### src/rtl/r5p_wbu.sv
// Write-back unit: merges ALU results with in-order load responses into the single GPR write port,
// tracking outstanding loads in a small descriptor FIFO and flagging RAW hazards for decode.
module r5p_wbu #(
  parameter int unsigned AW    = 5,
  parameter int unsigned XW    = 32,
  parameter int unsigned DEPTH = 2
) (
  input  logic          clk,
  input  logic          rst,
  input  logic          alu_vld,
  output logic          alu_rdy,
  input  logic [AW-1:0] alu_rd,
  input  logic [XW-1:0] alu_dat,
  input  logic          ld_vld,
  output logic          ld_rdy,
  input  logic [AW-1:0] ld_rd,
  input  logic [2:0]    ld_f3,
  input  logic [1:0]    ld_off,
  input  logic          bus_rvl,
  input  logic [XW-1:0] bus_rdt,
  input  logic          bus_err,
  input  logic [AW-1:0] a_rs1,
  input  logic [AW-1:0] a_rs2,
  output logic          hzd,
  output logic          busy,
  output logic          ld_err,
  output logic          e_rd,
  output logic [AW-1:0] a_rd,
  output logic [XW-1:0] d_rd
);

  localparam int unsigned PW = (DEPTH > 1) ? $clog2(DEPTH) : 1;

  typedef struct packed {
    logic [AW-1:0] rd;
    logic [2:0]    f3;
    logic [1:0]    off;
  } desc_t;

  desc_t            fifo_q [DEPTH];
  logic [DEPTH-1:0] vld_q, vld_d;
  logic [PW-1:0]    wptr_q, wptr_d, rptr_q, rptr_d;
  logic             e_rd_q, e_rd_d, ld_err_q, ld_err_d;
  logic [AW-1:0]    a_rd_q, a_rd_d;
  logic [XW-1:0]    d_rd_q, d_rd_d;

  logic  full, empty, push, pop, alu_acc;
  desc_t head;
  logic [7:0]    ld_byte;
  logic [15:0]   ld_half;
  logic [XW-1:0] ld_dat;

  // Circular buffer with per-slot valid bits: the slot under wptr is occupied only when full,
  // the slot under rptr is free only when empty.
  assign full    = vld_q[wptr_q];
  assign empty   = ~vld_q[rptr_q];
  assign ld_rdy  = ~full;
  assign busy    = ~empty;
  assign push    = ld_vld & ~full;
  assign pop     = bus_rvl & ~empty;
  assign alu_rdy = ~bus_rvl;
  assign alu_acc = alu_vld & ~bus_rvl;
  assign head    = fifo_q[rptr_q];

  assign ld_byte = bus_rdt[{head.off, 3'b000} +: 8];
  assign ld_half = bus_rdt[{head.off[1], 4'b0000} +: 16];

  always_comb begin
    // NOTE: every always_comb output gets a default first so no path leaves it unassigned (no latch).
    ld_dat = bus_rdt;
    case (head.f3)
      3'b000:  ld_dat = {{(XW-8){ld_byte[7]}}, ld_byte};
      3'b001:  ld_dat = {{(XW-16){ld_half[15]}}, ld_half};
      3'b100:  ld_dat = {{(XW-8){1'b0}}, ld_byte};
      3'b101:  ld_dat = {{(XW-16){1'b0}}, ld_half};
      default: ld_dat = bus_rdt;
    endcase
  end

  always_comb begin
    vld_d  = vld_q;
    wptr_d = wptr_q;
    rptr_d = rptr_q;
    if (pop) begin
      vld_d[rptr_q] = 1'b0;
      rptr_d = (rptr_q == PW'(DEPTH - 1)) ? '0 : rptr_q + 1'b1;
    end
    if (push) begin
      vld_d[wptr_q] = 1'b1;
      wptr_d = (wptr_q == PW'(DEPTH - 1)) ? '0 : wptr_q + 1'b1;
    end
  end

  // Load responses win the port; writes to x0 are consumed but never raise e_rd.
  always_comb begin
    e_rd_d   = 1'b0;
    a_rd_d   = a_rd_q;
    d_rd_d   = d_rd_q;
    ld_err_d = 1'b0;
    if (pop) begin
      if (bus_err) begin
        ld_err_d = 1'b1;
      end else if (head.rd != '0) begin
        e_rd_d = 1'b1;
        a_rd_d = head.rd;
        d_rd_d = ld_dat;
      end
    end else if (alu_acc && alu_rd != '0) begin
      e_rd_d = 1'b1;
      a_rd_d = alu_rd;
      d_rd_d = alu_dat;
    end
  end

  always_comb begin
    hzd = 1'b0;
    for (int i = 0; i < DEPTH; i++) begin
      if (vld_q[i] && fifo_q[i].rd != '0 &&
          (fifo_q[i].rd == a_rs1 || fifo_q[i].rd == a_rs2)) begin
        hzd = 1'b1;
      end
    end
    // The GPR only holds the value after the e_rd cycle, so the in-flight write still blocks.
    if (e_rd_q && (a_rd_q == a_rs1 || a_rd_q == a_rs2)) begin
      hzd = 1'b1;
    end
  end

  always_ff @(posedge clk or negedge rst) begin
    // NOTE: sequential state uses non-blocking assignments so every register samples pre-edge values.
    if (!rst) begin
      vld_q    <= '0;
      wptr_q   <= '0;
      rptr_q   <= '0;
      e_rd_q   <= 1'b0;
      a_rd_q   <= '0;
      d_rd_q   <= '0;
      ld_err_q <= 1'b0;
    end else begin
      vld_q    <= vld_d;
      wptr_q   <= wptr_d;
      rptr_q   <= rptr_d;
      e_rd_q   <= e_rd_d;
      a_rd_q   <= a_rd_d;
      d_rd_q   <= d_rd_d;
      ld_err_q <= ld_err_d;
    end
  end

  // NOTE: descriptor payload is left unreset; the valid bits alone decide whether a slot means anything.
  always_ff @(posedge clk) begin
    if (push) begin
      fifo_q[wptr_q] <= '{rd: ld_rd, f3: ld_f3, off: ld_off};
    end
  end

  assign e_rd   = e_rd_q;
  assign a_rd   = a_rd_q;
  assign d_rd   = d_rd_q;
  assign ld_err = ld_err_q;

endmodule

### config.mk
export PLATFORM = sky130hd
export DESIGN_NAME = r5p_wbu
export DESIGN_NICKNAME = d
export VERILOG_FILES = /design/src/rtl/r5p_wbu.sv
export SDC_FILE = /design/constraint.sdc
export NUM_CORES = 1
export LEC_CHECK = 0
export CAP_MARGIN = 20
export CELL_PAD_IN_SITES_DETAIL_PLACEMENT = 1
export CELL_PAD_IN_SITES_GLOBAL_PLACEMENT = 1
export CORE_ASPECT_RATIO = 1.25
export CORE_MARGIN = 1.5
export CORE_UTILIZATION = 25
export DETAILED_ROUTE_END_ITERATION = 6
export PLACE_DENSITY = 0.74
export SLEW_MARGIN = 20
export SYNTH_ARGS = -nofsm -noshare
export SYNTH_HDL_FRONTEND = slang
export SYNTH_SLANG_ARGS = --single-unit
### constraint.sdc
create_clock -name clk -period 3.01 [get_ports clk]
set_clock_uncertainty 0.05 [all_clocks]
set_input_delay 0.602 -clock clk [delete_from_list [all_inputs] [get_ports clk]]
set_output_delay 0.602 -clock clk [all_outputs]
set_load 0.05 [all_outputs]
# ---- After elaboration in Yosys (flattened, before gate mapping)
# Memory sizes are Yosys's and may differ from the RTL's.
# Cells that the tools add are included.
dict set report word_totals {
  ff_bits 43
  mem_bits_rw 20
  inputBits 95
  out_inout_bits 43
  n_memories 1
}
# memory words word_bits rd rd_ports_with_merged_regs write_ports line_no
set mem_list {}
lappend mem_list {fifo_q 2 10 3 0 1 40} ;# desc_t fifo_q [DEPTH];
dict set report classes {
  addsub 2
  magnitude_cmp 4
  n_eq_ne 11
  shift 2
  muxes 32
  n_bitwise 8
  reduce_logical 18
}
# op count
set ops {}
lappend ops {{$mux W32} 4}
lappend ops {{$pmux W32 S4} 1}
lappend ops {{$shiftx A32 B6 Y16} 1}
lappend ops {{$shiftx A32 B6 Y8} 1}
lappend ops {{$eq A5 B5 Y1} 6}
lappend ops {{$mux W5} 4}
lappend ops {{$reduce_bool A5 Y1} 4}
lappend ops {{$mux W1} 19}
lappend ops {{$logic_and A1 B1 Y1} 8}
lappend ops {{$eq A3 B3 Y1 const B} 2}
lappend ops {{$lt A1 B2 Y1 const B} 2}
lappend ops {{$mux W2} 2}
lappend ops {{$and A1 B1 Y1} 3}
lappend ops {{$eq A3 B1 Y1 const B} 1}
lappend ops {{$logic_not A3 Y1} 1}
lappend ops {{$logic_or A1 B1 Y1} 3}
lappend ops {{$reduce_and A3 Y1} 1}
lappend ops {{$add A1 B1 Y1 const B} 2}
lappend ops {{$and A2 B2 Y2} 1}
lappend ops {{$demux W1 S1} 2}
lappend ops {{$ge A1 B1 Y1 const B} 2}
lappend ops {{$ne A2 B1 Y1 const B} 1}
lappend ops {{$ne A2 B2 Y1 const B} 1}
lappend ops {{$not A1 Y1} 2}
lappend ops {{3 further kinds} 3}

# ---- Depth between registers and ports, before layout
# Gate-level depths: netlist of run 1.
dict set report logic_depth {
  word_depth 9
  mapped_depth 8
}

# ---- Least setup slack after synthesis of run 1
# OpenSTA, ideal clock, no wires.
dict set report synth_timing {
  path_type {input to output}
  startpoint {in a_rs1[4]}
  endpoint {out hzd}
  t_arrival_ns 1.874
  required_ns 2.358
  setup_slack_ns 0.484
  stages 5
  cell_sequence {xnor2_1 nand3_1 nor3_1 a31oi_1 o221ai_1}
}
dict set report synth_between {
  elab_chain_cells 6
}
# item line_no
set synth_lines {}
lappend synth_lines {{from (decl)} 22} ;# input logic [AW-1:0] a_rs1,
lappend synth_lines {{$eq A5 B5 Y1} 119} ;# (fifo_q[i].rd == a_rs1 || fifo_q[i].rd == a_rs2)) begin
lappend synth_lines {{$logic_or A1 B1 Y1} 119}
lappend synth_lines {{$logic_and A1 B1 Y1} 118} ;# if (vld_q[i] && fifo_q[i].rd != '0 &&
lappend synth_lines {{$mux W1 (2 in series)} 118}
lappend synth_lines {{$mux W1 *} 124} ;# if (e_rd_q && (a_rd_q == a_rs1 || a_rd_q == a_rs2)) begin
lappend synth_lines {{to (decl)} 24} ;# output logic hzd,
# Every way passes the cells marked *; elsewhere a longest branch is shown, timed or not.

# ---- Final worst setup path of run 1
dict set report layout_timing {
  startpoint {in a_rs1[0]}
  endpoint {out hzd}
}
# The elaborated chain is that of the path after synthesis.

==> impl_metrics.tcl, run 1 <==
set metrics [dict create \
    outcome "complete, but fails checks" \
    violations "DRC" \
    drv_cap 0 \
    hpwl_um 10700 \
    ys_seq_area_share_pct 45.0 \
    grt_max_degree 44 \
    final_common_cell "clkdlybuf4s50_1" \
    io_buffers 137 \
    synthFlopType "dfrtp_1" \
    power.leakage_nw 2.21 \
    start_util_pct 25.7 \
    grt-ovfl-total 0 \
    fin_tns_setup_ps 0 \
    min_period_ps 2830 \
    syn_avg_cell_area_um2 9.91 \
    relSlewSlack_pct 59.6 \
    syn2layout_area_growth_pct 52.4 \
    rows 49 \
    cts_buffer_depth 2 \
    gp_congestion 0.858 \
    cts_tree "built" \
    power_mw 5.85 \
    drt_first_pass_iters 7 \
    coreArea_um2 14500 \
    post_drt_wl_per_cell_um 19.2 \
    finalSetupViolations 0 \
    cp_max_fo 3 \
    crit_type "in2out" \
    clock_latency_ps 320 \
    ys_seq_elements 63 \
    route.detailed.drc 15 \
    clockRootBuffer "clkbuf_16" \
    cts_setup_buffers 0 \
    synthArstFlopShare_pct 68.3 \
    fin_crit_sh_pct 93.9 \
    powerDensity_nw_per_um2 1030 \
    hold_slack_ps 222 \
    grt.total_usage_pct 17.2 \
    viasPerCell 5.02 \
    synth_top_family_by_area "compound AO/OA/AOI/OAI gates" \
    antenna_found_initial 0 \
    syn_inst 376 \
    seqCellArea_um2 1680 \
    htree_levels 3 \
    via_count 3531 \
    dp_slack_ps 135 \
    cts_sinks 63 \
    yosys_warnings 0 \
    required_ps 2360 \
    grt_first_pass_wirelength_um 21000 \
    worstMarginPinSlew_ps 591 \
    ir_drop_mv 0.400 \
    synth-edff-count 20 \
    fill_cells 1673 \
    cts_buffers 9 \
    drt_iter0_markers 116 \
    ant_nets 0 \
    hp-class "in2async" \
    fmax_mhz 354 \
    routed_wirelength_um 13500 \
    io_pins 138 \
    dieArea_um2 15600 \
    drive_gt1_share_pct 10.5 \
    syn_nets 471 \
    startpoint_type "input pin" \
    rsz0062_at_grt "no" \
    cts.clk_slew.worst_paths_ps 60 \
    worstPathArrival_ps 2180 \
    synth_cell_types 56 \
    nNetsFinal 616 \
    final_cell_mix "clkdlybuf4s50_1 (133), dfrtp_1 (43), nor2_1 (36)" \
    finalWorstSetupSlack_ps 183 \
    synthXorXnorAreaFrac_pct 7.05 \
    hold_violations 0 \
    grt_pass1_vias 3902 \
    end_kind "output pin" \
    die_w_um 112 \
    synthMuxAreaShare_pct 8.26 \
    multiInputGateArea_um2 1940 \
    final_util_pct 39.2 \
    die_y_um 139 \
    num_antenna_cells 0 \
    synth_compound_area_share_pct 23.8 \
    finalMaxSlewViolations 0 \
    netlist_area_um2 3720 \
    synth_adder_area_share_pct 0 \
    yosys.area_share.simple_pct 12.8 \
]
-- registers in the layout, summed over array words and instances, names as in the netlist --
signal  count
a_rd        5
vld_q       2
e_rd        1
wptr_q      1
d_rd       32
rptr_q      1
fifo_q     20
ld_err      1
-- worst paths after layout --
kind	start	to	slack (ps)	cells past startpoint
worst max-delay path	a_rs1[0]	hzd	180	7
worst min-delay path	rst	d_rd[12]	220	1
worst max register to register	rptr_q	d_rd[7]	560	7
worst min register to register	d_rd[28]	d_rd[28]	440	2
max in group asynchronous	rst	a_rd[0]	2270	1
min in group clk	d_rd[28]	d_rd[28]	440	2
-- worst max-delay path, cell delays in order --
cell and delay (ps):
clkdlybuf4s50_1 580, xnor2_1 170, nand3_1 120, nor3_1 200, a31oi_1 80, o221ai_2 260, buf_12 170
-- power breakdown --
| group | switching (mW) | internal (mW) | total (mW) |
|---|---|---|---|
| registers | 0.287 | 1.23 | 1.52 |
| clock network | 0.390 | 0.659 | 1.05 |
| logic | 2.06 | 1.22 | 3.28 |
| total | 2.74 | 3.11 | 5.85 |
-- logic make-up after synthesis --
group | Yosys count
muxes | 27
AOI/OAI and AO/OA | 126
DFF | 63
xor gates and xnor gates | 30
and+or+nand+nor | 106
buffers and inverters | 24
-- metal layers --
| metal | track usage, % | vias to the layer above | wire length, µm |
|---|---|---|---|
| li1 | - | 1692 | - |
| met1 | 19.6 | 1690 | 5190 |
| met2 | 31.0 | 126 | 6980 |
| met3 | 3.92 | 23 | 976 |
| met4 | 6.93 | 0 | 374 |
| met5 | 0 | - | 0 |
-- timing repair --
action / 4_1_cts / 5_1_grt
setup endpoints to repair: 0 / 1
gates resized for setup: 0 / 1
hold buffers: 0 / 0
-- area by class of cell --
cell class	instances	share of cell area, %
clock inverter	5	0.595
sequential	63	29.5
clock buffer	11	4.85
tap	178	3.92
timing repair buffer	154	26.7
multi-input combinational	289	34.1
inverter	4	0.265
-- synthesized netlist by cell type (6+ instances only) --
master     instances  area, µm²
dfrtp_1           43       1080
nor2_1            36        135
a21oi_1           35        175
nand2_1           32        120
o21ai_0           23        115
edfxtp_1          20        601
mux2i_1           17        170
o2bb2ai_1         16        140
xnor2_1           16        140
xor2_1            14        123
nand3_1           13       65.1
clkbuf_1           9       33.8
nor3_1             9       45.0
a21o_1             8       60.1
a211oi_1           7       52.6
a2bb2oi_1          7       61.3
mux2_2             7       78.8
buf_2              6       30.0
o211ai_1           6       45.0
-- through the flow --
stage                     cell area [µm²]  instances
after CTS                            5670        704
after global routing                 5680        704
after global placement               5360        688
after floorplan                      3720        376
after detailed placement             5360        688
final                                5680        704
No activity file was read; power rests on OpenSTA's default activity.
==> run 2: changes to the inputs <==
Settings changed: CORE_UTILIZATION 25 to 33, CTS_CLUSTER_SIZE set to 28, PLACE_DENSITY 0.74 to 0.91.
==> run 2 against run 1 <==
  * The run now ends clean
  * Sequential power barely moved
  * Clock-buffer cell count decreased by 1
  * Power fell by 1.3%
  * Routed wire length down 1.3%
  * Sequential cell count stayed put
  * Combinational power is essentially flat
  * Die area decreased by 24%
  * Register-to-register slack lost 270 ps
  * Critical path type unchanged
  * Largest cell class unchanged
  * Largest power group unchanged
  * Highest routed layer unchanged
==> impl_metrics.tcl, run 2 (synthesized netlist as in run 1, its figures left out) <==
set metrics [dict create \
    cts_resized 0 \
    cts.clk_slew.worst_paths_ps 50 \
    finalMaxSlewViolations 0 \
    p_int_mw 3.01 \
    coreArea_um2 11000 \
    final_cell_mix "clkdlybuf4s50_1 (133), dfrtp_1 (43), nor2_1 (36)" \
    hold_slack_ps 209 \
    worstPathCellList "clkdlybuf4s50_1 > xnor2_1 > nand3_1 > nor3_1 > a31oi_1 > o221ai_1 > buf_12" \
    rows 43 \
    drv_cap 0 \
    power.leakage_nw 2.18 \
    nNetsFinal 613 \
    grt_max_degree 44 \
    largest_register_ff_count 32 \
    end_kind "output pin" \
    cts_buffer_depth 2 \
    clockPowerShare_pct 16.8 \
    fmax_mhz 355 \
    rsz0062_at_grt "no" \
    num_antenna_cells 0 \
    route.detailed.drc 0 \
    power_mw 5.77 \
    hp-class "in2async" \
    grt_first_pass_wirelength_um 20700 \
    routed_wirelength_um 13400 \
    switchingPower_mw 2.76 \
    hpwl_um 10500 \
    cts_hold_repair.buffers 0 \
    clockRootBuffer "clkbuf_16" \
    min_period_ps 2810 \
    via_count 3628 \
    viasPerCell 5.51 \
    cp_top_family "buffers and inverters" \
    worstMarginPinSlew_ps 849 \
    drt_first_pass_iters 4 \
    comb_power_share_pct 56.3 \
    pwr-share-seq_pct 26.8 \
    gp_congestion 0.869 \
    fin_crit_sh_pct 93.5 \
    slowest_delay_ps 560 \
    drt_iter0_markers 197 \
    ir_drop_mv 0.673 \
    timing.critical_path.buf_inv 2 \
    antenna_found_initial 0 \
    grt_pass1_vias 3986 \
    fin_tns_setup_ps 0 \
    hold_violations 0 \
    clock_latency_ps 330 \
    htree_levels 3 \
    required_ps 2360 \
    syn2layout_area_growth_pct 49.4 \
    worstPathArrival_ps 2160 \
    crit_slowest_cell "clkdlybuf4s50_1" \
    grt.total_usage_pct 22.6 \
    cts_tree "built" \
    start_util_pct 33.8 \
    crit_type "in2out" \
    die_y_um 122 \
    cts_buffers 9 \
    powerDensity_nw_per_um2 1040 \
    cts_setup_buffers 0 \
    dieArea_um2 11900 \
    startpoint_type "input pin" \
    cp_max_fo 3 \
    outcome "complete, no violations" \
    switching_share_pct 47.8 \
    io_buffers 137 \
    cts_sinks 63 \
    io_pins 138 \
    post_drt_wl_per_cell_um 20.3 \
    finalSetupViolations 0 \
    grt-ovfl-total 0 \
    die_w_um 98.0 \
    drive_gt1_share_pct 9.75 \
    final_common_cell "clkdlybuf4s50_1" \
    relSlewSlack_pct 43.4 \
    ant_nets 0 \
]
run 2: final timing paths:
check,start,endpoint,slack (ps),cells after the start
max,a_rs1[4],hzd,200,7
min,rst,d_rd[13],210,1
max reg2reg,rptr_q,d_rd[24],290,5
min reg2reg,d_rd[28],d_rd[28],430,2
max in group asynchronous,rst,vld_q[1],2290,1
min in group clk,d_rd[28],d_rd[28],430,2
run 2: layout make-up:
cell class,count,area [µm²]
Multi-Input combinational cell,289,1930
Timing Repair Buffer,151,1490
Inverter,4,15.0
Fill cell,1242,5460
Clock inverter,6,43.8
Tap cell,135,169
Clock buffer,10,239
Sequential cell,63,1680
run 2: layer usage:
metal  vias up  GRT usage, %  part of all wire (%)
li1       1685             -                     -
met1      1766          25.1                    39
met2       145          40.7                    51
met3        32          6.02                   6.7
met4         0          9.64                   3.2
met5         -             0                     0
run 2: power groups by stage:
stage / combinational [mW] / clock (mW) / sequential, mW
detailed placement: 3.26 / 0 / 1.56
global placement: 3.17 / 0 / 1.54
CTS: 3.27 / 0.997 / 1.55
floorplan: 1.30 / 0 / 2.33
global route: 3.44 / 1.02 / 1.60
finish: 3.25 / 0.971 / 1.55
run 2: stage by stage:
| step | area, µm² | util, % | worst slack [ps] | instances |
|---|---|---|---|---|
| 3_5_place_dp | 5280 | 47.9 | 167 | 642 |
| 6_report | 5570 | 50.5 | 196 | 658 |
| 4_1_cts | 5560 | 50.4 | 170 | 658 |
| 2_1_floorplan | 3720 | - | 484 | 376 |
| 5_1_grt | 5570 | 50.5 | 56.1 | 658 |
| 3_3_place_gp | 5280 | 47.9 | 177 | 642 |
